### config.mk
export PLATFORM = sky130hd
export DESIGN_NAME = seg_scan_mux
export DESIGN_NICKNAME = d
export VERILOG_FILES = /design/src/rtl/seg_pkg.sv /design/src/rtl/seg_scan_timer.sv /design/src/rtl/seg_scan_mux.sv
export SDC_FILE = /design/constraint.sdc
export NUM_CORES = 1
export LEC_CHECK = 0
export CAP_MARGIN = 25
export CORE_MARGIN = 4
export CORE_UTILIZATION = 50
export CTS_CLUSTER_DIAMETER = 100
export DETAILED_ROUTE_END_ITERATION = 12
export GPL_TIMING_DRIVEN = 0
export PLACE_DENSITY_LB_ADDON = 0.05
export SETUP_SLACK_MARGIN = 0.05
export SYNTH_ARGS = -nofsm -noshare
export SYNTH_HDL_FRONTEND = slang
export SYNTH_SLANG_ARGS = --single-unit
### constraint.sdc
create_clock -name clk -period 3.9 [get_ports clk]
set_clock_uncertainty 0.05 [all_clocks]
set_input_delay 0.78 -clock clk [delete_from_list [all_inputs] [get_ports clk]]
set_output_delay 0.78 -clock clk [all_outputs]
set_load 0.02 [all_outputs]
### src/rtl/seg_pkg.sv
// Shared seven-segment definitions: active-low a..g patterns (bit 6 = a, bit 0 = g)
// and the scan FSM state type.
package seg_pkg;

  localparam logic [6:0] SEG_BLANK = 7'h7F;

  localparam logic [6:0] GLYPH_0 = 7'h01;
  localparam logic [6:0] GLYPH_1 = 7'h4F;
  localparam logic [6:0] GLYPH_2 = 7'h12;
  localparam logic [6:0] GLYPH_3 = 7'h06;
  localparam logic [6:0] GLYPH_4 = 7'h4C;
  localparam logic [6:0] GLYPH_5 = 7'h24;
  localparam logic [6:0] GLYPH_6 = 7'h20;
  localparam logic [6:0] GLYPH_7 = 7'h0F;
  localparam logic [6:0] GLYPH_8 = 7'h00;
  localparam logic [6:0] GLYPH_9 = 7'h04;

  typedef enum logic {
    BLANK = 1'b0,
    DRIVE = 1'b1
  } scan_state_t;

endpackage

### src/rtl/seg_scan_timer.sv
// Interval timer shared by the dwell and blank phases: counts 0..limit_i and
// raises tick_o on the final cycle, restarting from zero on the following edge.
module seg_scan_timer #(
  parameter int CNT_W = 16
) (
  input  logic             clk_i,
  input  logic             rst_ni,
  input  logic [CNT_W-1:0] limit_i,
  output logic             tick_o
);

  logic [CNT_W-1:0] cnt_q;
  logic [CNT_W-1:0] cnt_d;
  logic             tick_s;

  // Terminal-count detect and next count.
  always_comb begin
    tick_s = (cnt_q == limit_i);
    if (tick_s) begin
      cnt_d = '0;
    end else begin
      cnt_d = cnt_q + CNT_W'(1);
    end
  end

  assign tick_o = tick_s;

  // Count register.
  always_ff @(posedge clk_i or negedge rst_ni) begin
    if (!rst_ni) begin
      cnt_q <= '0;
    end else begin
      cnt_q <= cnt_d;
    end
  end

endmodule

### src/rtl/seg_scan_mux.sv
// Multiplexed seven-segment scanner: BLANK/DRIVE scan per digit, pending/shadow
// double buffer committed only at frame boundaries, fully registered outputs.
module seg_scan_mux
  import seg_pkg::*;
#(
  parameter int NUM_DIGITS   = 6,
  parameter int DWELL_CYCLES = 50_000,
  parameter int BLANK_CYCLES = 500
) (
  input  logic                    clk,
  input  logic                    reset,
  input  logic [NUM_DIGITS*7-1:0] seg_in,
  input  logic                    load,
  input  logic                    blank_all,
  output logic [6:0]              seg_out,
  output logic [NUM_DIGITS-1:0]   an_n,
  output logic                    frame_start
);

  localparam int MAX_CYC = (DWELL_CYCLES > BLANK_CYCLES) ? DWELL_CYCLES : BLANK_CYCLES;
  localparam int CNT_W   = (MAX_CYC > 1) ? $clog2(MAX_CYC) : 1;
  localparam int IDX_W   = $clog2(NUM_DIGITS);

  localparam logic [CNT_W-1:0] DWELL_LIM = CNT_W'(DWELL_CYCLES - 1);
  localparam logic [CNT_W-1:0] BLANK_LIM = CNT_W'(BLANK_CYCLES - 1);
  localparam logic [IDX_W-1:0] LAST_IDX  = IDX_W'(NUM_DIGITS - 1);

  typedef logic [NUM_DIGITS-1:0][6:0] bank_t;

  scan_state_t           state_q, state_d;
  logic [IDX_W-1:0]      idx_q, idx_d;
  bank_t                 pend_q, pend_d;
  bank_t                 shadow_q, shadow_d;
  logic                  pend_valid_q, pend_valid_d;
  logic [6:0]            seg_q, seg_d;
  logic [NUM_DIGITS-1:0] an_q, an_d;
  logic                  fs_q, fs_d;

  bank_t                 seg_in_s;
  logic [CNT_W-1:0]      limit_s;
  logic                  tick_s;
  logic                  frame_edge_s;
  logic                  commit_s;

  assign seg_in_s = seg_in;

  // Phase length depends on which interval is currently running.
  always_comb begin
    if (state_q == DRIVE) begin
      limit_s = DWELL_LIM;
    end else begin
      limit_s = BLANK_LIM;
    end
  end

  seg_scan_timer #(
    .CNT_W (CNT_W)
  ) u_timer (
    .clk_i   (clk),
    .rst_ni  (reset),
    .limit_i (limit_s),
    .tick_o  (tick_s)
  );

  // Next-state, buffer and output computation. Outputs are derived from the
  // next state so a phase change at an edge is visible right after that edge.
  always_comb begin
    state_d      = state_q;
    idx_d        = idx_q;
    pend_d       = pend_q;
    pend_valid_d = pend_valid_q;
    shadow_d     = shadow_q;
    seg_d        = SEG_BLANK;
    an_d         = '1;

    if (tick_s) begin
      if (state_q == BLANK) begin
        state_d = DRIVE;
      end else begin
        state_d = BLANK;
        idx_d   = (idx_q == LAST_IDX) ? '0 : idx_q + IDX_W'(1);
      end
    end else begin
      state_d = state_q;
    end

    // Last blank cycle ahead of digit 0 is the only point shadow may change;
    // a load landing on that cycle stays pending for the next frame.
    frame_edge_s = tick_s && (state_q == BLANK) && (idx_q == '0);
    commit_s     = frame_edge_s && pend_valid_q && !load;

    if (load) begin
      pend_d       = seg_in_s;
      pend_valid_d = 1'b1;
    end else if (commit_s) begin
      pend_valid_d = 1'b0;
    end else begin
      pend_valid_d = pend_valid_q;
    end

    if (commit_s) begin
      shadow_d = pend_q;
    end else begin
      shadow_d = shadow_q;
    end

    if (blank_all || (state_d == BLANK)) begin
      seg_d = SEG_BLANK;
      an_d  = '1;
    end else begin
      an_d[idx_d] = 1'b0;
      seg_d       = shadow_d[idx_d];
    end

    fs_d = frame_edge_s;
  end

  // State, buffers and output registers.
  always_ff @(posedge clk or negedge reset) begin
    if (!reset) begin
      state_q      <= BLANK;
      idx_q        <= '0;
      pend_q       <= {NUM_DIGITS{SEG_BLANK}};
      shadow_q     <= {NUM_DIGITS{SEG_BLANK}};
      pend_valid_q <= 1'b0;
      seg_q        <= SEG_BLANK;
      an_q         <= '1;
      fs_q         <= 1'b0;
    end else begin
      state_q      <= state_d;
      idx_q        <= idx_d;
      pend_q       <= pend_d;
      shadow_q     <= shadow_d;
      pend_valid_q <= pend_valid_d;
      seg_q        <= seg_d;
      an_q         <= an_d;
      fs_q         <= fs_d;
    end
  end

  assign seg_out     = seg_q;
  assign an_n        = an_q;
  assign frame_start = fs_q;

endmodule

==> reports/results.ini, run 1 <==
[outcome]
run_status = complete, no violations

[global_routing]
grt_pass1_vias = 3398
grt_pass1_wl_mm = 17.8
overflow = 0
antenna_found_initial = 0
grtUsageTotal = 0.198
grt_start_max_net_pins = 78

[critical_path]
cp_num_buf_inv = 2
worstPathMaxFanout = 10
crit_start = state_q
endpoint = seg_out[1]
start_kind = flip-flop
reg2regPathDepth = 12
timing.rr.end = seg_out[1]
crit_chain = or4b_2 > o22ai_2 > and3_4 > buf_8 > ha_1 > nor4b_4 > nor3b_4 > buf_6 > mux2_2 > or3_2 > a31oi_4 > o221ai_2
worstPathRequired_ps = 4260
r2r_setup_slack_ps = 180
crit_slowest_cell = or4b_2
cp.arrival_ps = 4080
crit_family = simple AND/OR/NAND/NOR gates
critPathCaptureType = flip-flop
critPathMaxStageDelay_ps = 690
r2r-start = state_q
cp_num_cells = 12
critPathKind = reg2reg

[cells_and_area]
area_growth_pct = 32.9
fin_area_sq_um = 6880
diodes = 0
regArea_sq_um = 3100
fillers = 691
drive_gt1_frac = 0.564
multi_input_area_sq_um = 2180
nets = 510

[yosys]
yosysMostFrequentCell = dfstp_2
avgSynthCellArea_sq_um = 13.9
yosys.area.top_type = dfstp_2
ys_seq_area_frac = 0.599
syn_inst = 373
synth_ff_type = dfstp_2
ys_ff_latch = 119
synthTopCellsByArea = dfstp_2 49%, mux2_2 19%, dfrtp_1 11%, mux2i_1 2.7%, nand3_1 1.6%
synthesis.nets = 421
synth_edf_count = 0
yosys-top-cells-count = 97 x dfstp_2, 86 x mux2_2, 22 x dfrtp_1
async_flop_share = 1.00
synth_top_cell_area_share = 0.493
netlist-cell-type-count = 45
netlist_area_sq_um = 5170
yosysWarnings = 0

[power_and_ir_drop]
power_density_nw_per_um2 = 449
leakagePower_nw = 2.79
vdd_ir_drop_max_mv = 0.452
power_w = 0.00309

[detailed_routing]
routed_wl_mm = 11.1
wire_per_inst_um = 18.2
drt_pass1_iterations = 4
drtAntennaViolNets = 0
vias = 3299
vias_per_cell = 5.43
drt-initial-drc-count = 130
drc_errors = 0

[clocking]
cts_tree = built
worstSkewPairLatency_ps = 510
clk_pin_slew_ps = 60
ctsLongestPathBuffers = 2
cts_root_buf = clkbuf_8
cts_max_level = 4
cts-buffers-inserted = 17
cts.sinks = 119

[place]
io_buffers = 58
place_congestion = 0.851
hpwl_mm = 7.41
dpl_cell_area_sq_um = 5960
dp_slack_ps = -603

[sta]
final.setup.tns_ps = 0
maxSlewViolCount = 0
worst_slew_pin_slew_ps = 667
rsz0062_at_grt = yes
finalHoldViolCount = 0
fin_ws_ps = 181
slew_headroom = 0.556
setup_viol = 0
fmax_mhz = 269
period_needed_ps = 3720
fin_crit_sh = 0.954
fin_hold_ws_ps = 120

[die]
die_h_um = 110
rows = 36
initial_core_util = 0.522
ioPinCount = 60
die_w_um = 110
dieArea_sq_um = 12000
fp.coreArea_sq_um = 9910

[flow_run]
drv_cap = 0

[min_path]
hold_class = in2async

==> registers in the layout, summed over array words and instances, names as in the netlist <==
name           cells
pend_q            42
shadow_q          42
u_timer.cnt_q     16
seg_out            7
an_n               6
idx_q              3
frame_start        1
pend_valid_q       1
state_q            1
==> cell type report <==
type,count,area share
flip-flops and latches,119,0.451
multi-input cells,232,0.316
plain buffers,16,0.0135
repair buffers,70,0.101
well taps,133,0.0242
clock buffers,22,0.0706
clock inverters,10,0.0202
inverters,6,0.00327
==> stage by stage <==
step,util,cells
6_report,0.694,608
3_3_place_gp,0.598,564
2_1_floorplan,-,373
3_5_place_dp,0.601,565
4_1_cts,0.676,602
5_1_grt,0.694,608
==> power breakdown <==
group / total (W) / internal [W] / switching (W)
Combinational: 0.000132 / 0.0000811 / 0.0000511
Sequential: 0.00134 / 0.00132 / 0.0000239
Clock: 0.00162 / 0.00107 / 0.000552
==> per-layer routing <==
metal,track usage,part of all wire,wire length [um],vias to the layer above
met4,0.0775,0.015,170,0
met1,0.268,0.46,5080,1656
met3,0.0517,0.053,584,13
li1,-,-,-,1543
met2,0.305,0.47,5250,87
met5,0,0,0,-
==> worst reg2reg max path, stage by stage, from the launching register on <==
cell and delay [ps]:
dfrtp_1 400, or4b_2 690, o22ai_2 140, and3_4 230, buf_8 130, ha_1 140, nor4b_4 200, nor3b_4 350
buf_6 170, mux2_2 350, or3_2 460, a31oi_4 190, o221ai_2 120
==> repair_timing <==
action / 4_1_cts / 5_1_grt
endpoints found under the setup margin: 26 / 7
hold buffers: 0 / 0
cloned: 0 / 0
setup buffers: 5 / 6
pin swaps: 0 / 6
endpoints found under the hold margin: 0 / 0
resized for setup: 14 / 23
==> kinds of logic (layout without fill, tap and decap cells) <==
logic type      count (synthesis)  count (layout)  share of synthesized area
buf+inv                        22             124                     0.0193
flops                         119             119                      0.599
simple gates                   73              73                     0.0827
fa+ha+maj                       2               2                    0.00483
xor+xnor                       13              13                     0.0220
mux                           100             100                      0.214
compound gates                 44              44                     0.0580
==> cell usage in the layout, fill, tap and decap left out, drive strengths merged <==
| cell | synthesis | final |
|---|---|---|
| clkbuf | 8 | 30 |
| o21ai | 11 | 11 |
| mux2 | 86 | 86 |
| clkdlybuf4s50 | 0 | 57 |
| o221ai | 7 | 7 |
| o21bai | 1 | 1 |
| or4 | 3 | 3 |
| buf | 8 | 21 |
| xor2 | 6 | 6 |
| xnor2 | 7 | 7 |
| a31oi | 7 | 7 |
| and3 | 4 | 4 |
| bufinv | 0 | 3 |
| nand4b | 2 | 2 |
| or3 | 8 | 8 |
| clkinvlp | 0 | 1 |
| a21oi | 2 | 2 |
| a21boi | 1 | 1 |
| nor2b | 2 | 2 |
| or4b | 1 | 1 |
| nor3 | 3 | 3 |
| nor4 | 1 | 1 |
| a22oi | 7 | 7 |
| nand3 | 17 | 17 |
| and4b | 1 | 1 |
| ha | 2 | 2 |
| nand2 | 8 | 8 |
| nor2 | 19 | 19 |
| dfstp | 97 | 97 |
| clkinv | 0 | 5 |
| inv | 6 | 7 |
| mux2i | 14 | 14 |
| nor4b | 1 | 1 |
| o22ai | 1 | 1 |
| nand3b | 2 | 2 |
| a21o | 7 | 7 |
| nor3b | 1 | 1 |
| dfrtp | 22 | 22 |
==> how the worst min path moves through the flow <==
stage / startpoint / slack [ps] / to
2_1_floorplan: u_timer.cnt_q[0] / 380 / u_timer.cnt_q[0]
3_3_place_gp: u_timer.cnt_q[0] / 400 / u_timer.cnt_q[0]
3_5_place_dp: u_timer.cnt_q[0] / 410 / u_timer.cnt_q[0]
4_1_cts: reset / 110 / u_timer.cnt_q[8]
5_1_grt: reset / 120 / u_timer.cnt_q[7]
6_report: reset / 120 / u_timer.cnt_q[8]
Note: power is estimated with default switching activity, not from simulation.
==> inputs of run 2 (changes only) <==
--- a/config.mk
+++ b/config.mk
@@ -7,12 +7,13 @@
 export LEC_CHECK = 0
 export CAP_MARGIN = 25
 export CORE_MARGIN = 4
-export CORE_UTILIZATION = 50
+export CORE_UTILIZATION = 56
 export CTS_CLUSTER_DIAMETER = 100
 export DETAILED_ROUTE_END_ITERATION = 12
 export GPL_TIMING_DRIVEN = 0
 export PLACE_DENSITY_LB_ADDON = 0.05
 export SETUP_SLACK_MARGIN = 0.05
+export SKIP_LAST_GASP = 1
 export SYNTH_ARGS = -nofsm -noshare
 export SYNTH_HDL_FRONTEND = slang
 export SYNTH_SLANG_ARGS = --single-unit
==> constraint.sdc (replaced) <==
create_clock -name clk -period 4.1 [get_ports clk]
set_clock_uncertainty 0.05 [all_clocks]
set_input_delay 0.82 -clock clk [delete_from_list [all_inputs] [get_ports clk]]
set_output_delay 0.82 -clock clk [all_outputs]
set_load 0.02 [all_outputs]
==> run 2 against run 1 <==
Net effect:
- clock-buffer cell count fell by 4
- sequential share of layout area is 1.7 points higher
- critical path depth unchanged
- register-to-register slack lost 50 ps
- fmax decreased by 6.3%
- power decreased by 7.3%
- largest cell class unchanged
- combinational power fell by 5%
- highest routed layer unchanged
- via count increased by 1.7%
==> reports/results.ini, run 2 (synthesized netlist as in run 1, its figures left out) <==
[power_and_ir_drop]
leakagePower_nw = 2.76  ; -1.1%
power_density_nw_per_um2 = 432  ; -3.8%
vdd_ir_drop_max_mv = 0.397  ; -12%

[clocking]
cts_tree = built
cts-buffers-inserted = 17  ; unchanged
cts_max_level = 4  ; unchanged
cts_root_buf = clkbuf_8
cts.sinks = 119  ; unchanged
ctsLongestPathBuffers = 2  ; unchanged
worstSkewPairLatency_ps = 520  ; about the same
clk_pin_slew_ps = 60  ; about the same

[sta]
fin_hold_ws_ps = 284  ; +164 ps
finalHoldViolCount = 0  ; unchanged
fin_crit_sh = 0.968  ; +0.0143
worst_slew_pin_slew_ps = 684  ; +17.0 ps
period_needed_ps = 3970  ; +249 ps
maxSlewViolCount = 0  ; unchanged
fmax_mhz = 252  ; -6.3%
setup_viol = 0  ; unchanged
fin_ws_ps = 132  ; -49.4 ps
slew_headroom = 0.544  ; -0.0113

[global_routing]
grt_pass1_wl_mm = 18.0  ; +1.6%
grtUsageTotal = 0.214  ; +0.0158
gr-usage-met1 = 0.281  ; +0.0137
busiest_layer = met2
met3_usage = 0.0757  ; +0.0241
grt_pass1_vias = 3491  ; +2.7%
grt_util_met2 = 0.325  ; +0.0198
antenna_found_initial = 0  ; unchanged
overflow = 0  ; unchanged
grt_start_max_net_pins = 67  ; -14%

[die]
rows = 34  ; -5.6%
die_h_um = 104  ; -5.1%
dieArea_sq_um = 10800  ; -10%
initial_core_util = 0.585  ; +0.0626
fp.coreArea_sq_um = 8850  ; -11%
ioPinCount = 60  ; unchanged
die_w_um = 104  ; -5.1%

[flow_run]
drv_cap = 0  ; unchanged

[cells_and_area]
reg_top3 = pend_q x42, shadow_q x42, u_timer.cnt_q x16
fillers = 586  ; -15%
final_common_cell = dfstp_2
area_growth_pct = 28.1
fin_area_sq_um = 6630  ; -3.6%
most-common-layout-cells = 97 x dfstp_2, 86 x mux2_2, 57 x clkdlybuf4s50_1
nets = 508  ; -0.39%
drive_gt1_frac = 0.535  ; -0.0293
diodes = 0  ; unchanged

[critical_path]
critPathCaptureType = flip-flop
r2r_setup_slack_ps = 130  ; -50 ps
crit_chain = or4b_2 > o22ai_2 > and3_4 > buf_4 > ha_1 > nor4b_4 > nor3b_4 > buf_6 > mux2_2 > or3_2 > a31oi_4 > o221ai_1
start_kind = flip-flop
critPathMaxStageDelay_ps = 650  ; -40 ps
worstPathRequired_ps = 4470  ; +210 ps
crit_slowest_cell = or4b_2
crit_start = u_timer.cnt_q[9]
cp.arrival_ps = 4340  ; +260 ps
reg2regPathDepth = 12  ; unchanged
critPathKind = reg2reg
worstPathMaxFanout = 10  ; unchanged
timing.rr.end = seg_out[5]
r2r-start = u_timer.cnt_q[9]

[detailed_routing]
vias_per_cell = 5.77  ; +6.4%
vias = 3354  ; +1.7%
drc_errors = 0  ; unchanged
drt-initial-drc-count = 189  ; +45%
routed_wl_mm = 11.3  ; +2.0%
wire_per_inst_um = 19.5  ; +6.7%
drtAntennaViolNets = 0  ; unchanged
drt_pass1_iterations = 4  ; unchanged

[place]
place_congestion = 0.849  ; -0.22%
hpwl_mm = 7.45  ; +0.52%
dpl_cell_area_sq_um = 5920  ; -0.71%
dp_slack_ps = -635  ; -31.7 ps
io_buffers = 58  ; unchanged

[outcome]
run_status = complete, no violations

[min_path]
hold_class = in2async

-- run 2: cell types whose count changed in the layout (fill, tap and decap cells not counted), sizes merged --
cell    before  now
buf         21   18
inv          7   14
clkbuf      30   27
clkinv       5    3
bufinv       3    2
-- run 2: worst max-delay path by stage --
stage / end / slack (ps) / cells after the start
2_1_floorplan: seg_out[5] / 140 / 12
3_5_place_dp: seg_out[5] / -630 / 12
4_1_cts: seg_out[5] / 90 / 12
5_1_grt: seg_out[3] / -40 / 12
6_report: seg_out[5] / 130 / 12
3_3_place_gp: idx_q[2] / -2120 / 1
-- run 2: timing repair --
item	in CTS	in global routing
hold buffers	0	0
setup endpoints to repair	26	7
buffers inserted	1	7
gates cloned	0	1
resized for setup	8	7
-- run 2: where the power goes --
group          internal, W  switching [W]  total [W]
Combinational    0.0000769      0.0000493   0.000126
Sequential         0.00125      0.0000233    0.00127
Clock             0.000883       0.000583    0.00147
Total              0.00221       0.000655    0.00287
-- run 2: routing by layer --
| layer | routed length (um) | vias to the layer above |
|---|---|---|
| met5 | 0 | - |
| met4 | 211 | 0 |
| met3 | 621 | 22 |
| met2 | 5520 | 114 |
| met1 | 4960 | 1684 |
| li1 | - | 1534 |
-- run 2: area by class of cell --
type | instances | area (sq um) | share of cell area
inverter | 6 | 22.5 | 0.00340
clock buffer | 18 | 418 | 0.0630
clock inverter | 14 | 164 | 0.0247
sequential | 119 | 3100 | 0.468
tap | 108 | 135 | 0.0204
buffer | 16 | 87.6 | 0.0132
multi-input combinational | 232 | 2030 | 0.306
timing repair buffer | 68 | 674 | 0.102
-- run 2: critical path: cells and delay by family, from the launching register on --
| family | cells | cell delay [ps] |
|---|---|---|
| buffers and inverters | 2 | 350 |
| flip-flops | 1 | 440 |
| adder cells (fa/ha/maj) | 1 | 170 |
| multiplexers | 1 | 360 |
| AND/OR/NAND/NOR | 5 | 1920 |
| AO/OA/AOI/OAI | 3 | 550 |
-- run 2: per-stage QoR --
stage          instances  power, W  TNS [ps]   util
2_1_floorplan        373   0.00133         0      -
4_1_cts              573   0.00288         0  0.739
3_5_place_dp         540   0.00142     -6490  0.669
3_3_place_gp         539   0.00141   -125060  0.666
5_1_grt              581   0.00296     -58.9  0.749
6_report             581   0.00287         0  0.749
==> inputs of run 3 (changes only) <==
--- a/config.mk
+++ b/config.mk
@@ -6,8 +6,8 @@
 export NUM_CORES = 1
 export LEC_CHECK = 0
 export CAP_MARGIN = 25
-export CORE_MARGIN = 4
-export CORE_UTILIZATION = 56
+export CORE_UTILIZATION = 58
+export CTS_BUF_LIST = sky130_fd_sc_hd__clkbuf_4 sky130_fd_sc_hd__clkbuf_8
 export CTS_CLUSTER_DIAMETER = 100
 export DETAILED_ROUTE_END_ITERATION = 12
 export GPL_TIMING_DRIVEN = 0
==> run 3 against run 2 <==
Net effect:
- flip-flop and latch count stayed put
- register-to-register slack is essentially flat
- fmax barely moved
- sequential share of layout area up 1.3 points
- setup slack worse by 1.6 ps
==> reports/results.ini, run 3 (synthesized netlist as in run 1, its figures left out) <==
[outcome]
run_status = complete, no violations

[die]
die_w_um = 96.5  ; -7.4%
die_h_um = 96.5  ; -7.4%
dieArea_sq_um = 9300  ; -14%
rows = 34  ; unchanged
initial_core_util = 0.596  ; +0.0115
ioPinCount = 60  ; unchanged
fp.coreArea_sq_um = 8680  ; -1.9%

[clocking]
ctsLongestPathBuffers = 2  ; unchanged
clk_pin_slew_ps = 80  ; +20 ps
cts_max_level = 4  ; unchanged
cts_tree = built
cts-buffers-inserted = 17  ; unchanged
cts_root_buf = clkbuf_8
cts_hold_buf = 0  ; unchanged
worstSkewPairLatency_ps = 440  ; -80 ps
cts.sinks = 119  ; unchanged

[place]
io_buffers = 58  ; unchanged
dp.cells = 540  ; unchanged
place_congestion = 0.837  ; -1.4%
hpwl_mm = 7.30  ; -2.0%

[cells_and_area]
reg_top3 = pend_q x42, shadow_q x42, u_timer.cnt_q x16
diodes = 0  ; unchanged
regArea_sq_um = 3100  ; unchanged
final_common_cell = dfstp_2
multi_input_area_sq_um = 2010  ; -0.74%
drive_gt1_frac = 0.533  ; -0.00198
most-common-layout-cells = 97 x dfstp_2, 86 x mux2_2, 57 x clkdlybuf4s50_1
area_growth_pct = 24.6
nets = 506  ; -0.39%
final-instance-count-excl-fill = 579  ; -0.34%
fillers = 583  ; -0.51%

[detailed_routing]
vias = 3313  ; -1.2%
vias_per_cell = 5.72  ; -0.88%
drt-initial-drc-count = 152  ; -20%
wire_per_inst_um = 18.2  ; -6.6%
routed_wl_mm = 10.5  ; -6.9%
drt_pass1_iterations = 4  ; unchanged
drtAntennaViolNets = 0  ; unchanged
drc_errors = 0  ; unchanged

[sta]
worst_slew_pin_slew_ps = 604  ; -79.1 ps
slew_headroom = 0.597  ; +0.0527
fin_hold_ws_ps = 346  ; +61.7 ps
fin_crit_sh = 0.968  ; about the same
period_needed_ps = 3970  ; +1.62 ps
maxSlewViolCount = 0  ; unchanged
fmax_mhz = 252  ; about the same
setup_viol = 0  ; unchanged
rsz0062_at_grt = yes
finalHoldViolCount = 0  ; unchanged

[critical_path]
critPathMaxStageDelay_ps = 660  ; about the same
critPathCaptureType = flip-flop
r2r-start = u_timer.cnt_q[9]
start_kind = flip-flop
worstPathRequired_ps = 4390  ; -80 ps
critPathKind = reg2reg
crit_slowest_cell = or4b_2
worstPathMaxFanout = 10  ; unchanged
cp.arrival_ps = 4260  ; -80 ps
crit_chain = or4b_2 > o22ai_2 > and3_4 > buf_4 > ha_1 > nor4b_4 > nor3b_4 > buf_6 > mux2_2 > or3_2 > a31oi_1 > o221ai_1
crit_start = u_timer.cnt_q[9]

[power_and_ir_drop]
vdd_ir_drop_max_mv = 0.370  ; -6.8%
leakagePower_nw = 2.68  ; -3.1%
clkPwrFrac = 0.449  ; -0.062
swShare = 0.231  ; +0.00277
intPower_w = 0.00195  ; -12%
switchingPower_w = 0.000588  ; -10%
combinationalPowerShare = 0.049  ; +0.005
power_density_nw_per_um2 = 394  ; -8.9%
seqPwrFrac = 0.502  ; +0.057

[min_path]
hold_class = in2async

[global_routing]
grt_pass1_vias = 3282  ; -6.0%
overflow = 0  ; unchanged
grt_pass1_wl_mm = 16.3  ; -9.4%
grtUsageTotal = 0.245  ; +0.0313
grt_start_max_net_pins = 73  ; +9.0%
antenna_found_initial = 0  ; unchanged

[flow_run]
drv_cap = 0  ; unchanged

==> run 3: final timing paths <==
kind / to / slack [ps] / cells after the start
min in group clk: u_timer.cnt_q[0] / 420 / 1
hold / removal: u_timer.cnt_q[7] / 350 / 1
max in group asynchronous: shadow_q[13] / 2870 / 2
hold reg to reg: u_timer.cnt_q[0] / 420 / 1
setup / recovery: seg_out[5] / 130 / 12
setup reg to reg: seg_out[5] / 130 / 12
==> run 3: area by class of cell <==
cell class                      instances  share of cell area
Timing Repair Buffer                   66               0.102
Clock buffer                           18              0.0375
Inverter                                6             0.00349
Buffer                                 16              0.0136
Tap cell                              108              0.0210
Sequential cell                       119               0.481
Clock inverter                         14              0.0289
Multi-Input combinational cell        232               0.312
==> run 3: power groups by stage <==
stage / clock [W] / sequential, W / combinational, W
floorplan: 0 / 0.00128 / 0.0000524
detailed placement: 0 / 0.00129 / 0.000128
CTS: 0.00116 / 0.00127 / 0.000128
global placement: 0 / 0.00129 / 0.000120
global route: 0.00122 / 0.00128 / 0.000137
finish: 0.00114 / 0.00127 / 0.000124
==> run 3: critical path: cells and delay by family, from the launching register on <==
family | cells | cell delay [ps]
flops | 1 | 450
buf+inv | 2 | 360
simple gates | 5 | 1910
fa+ha+maj | 1 | 160
compound gates | 3 | 580
mux | 1 | 360
==> run 3: routing by layer <==
layer  vias up  routed length [um]  global-route usage
li1       1528                   -                   -
met1      1668                4610               0.314
met2        91                5110               0.384
met4         0                 241               0.107
met5         -                   0                   0
met3        26                 564              0.0751
==> run 3: through the flow <==
stage	setup TNS (ps)	setup WS, ps	total power [W]	area [sq um]	util
floorplan	0	142	0.00133	5170	-
global placement	-121180	-2080	0.00141	5890	0.679
detailed placement	-9730	-767	0.00142	5920	0.682
CTS	0	58.7	0.00256	6380	0.735
global route	0	44.6	0.00263	6450	0.743
finish	0	130	0.00254	6450	0.743
==> run 3: timing repair <==
action	4_1_cts	5_1_grt
gates cloned	0	0
endpoints found under the setup margin	42	4
resized for setup	6	6
buffers inserted	1	6
pin swaps	0	0
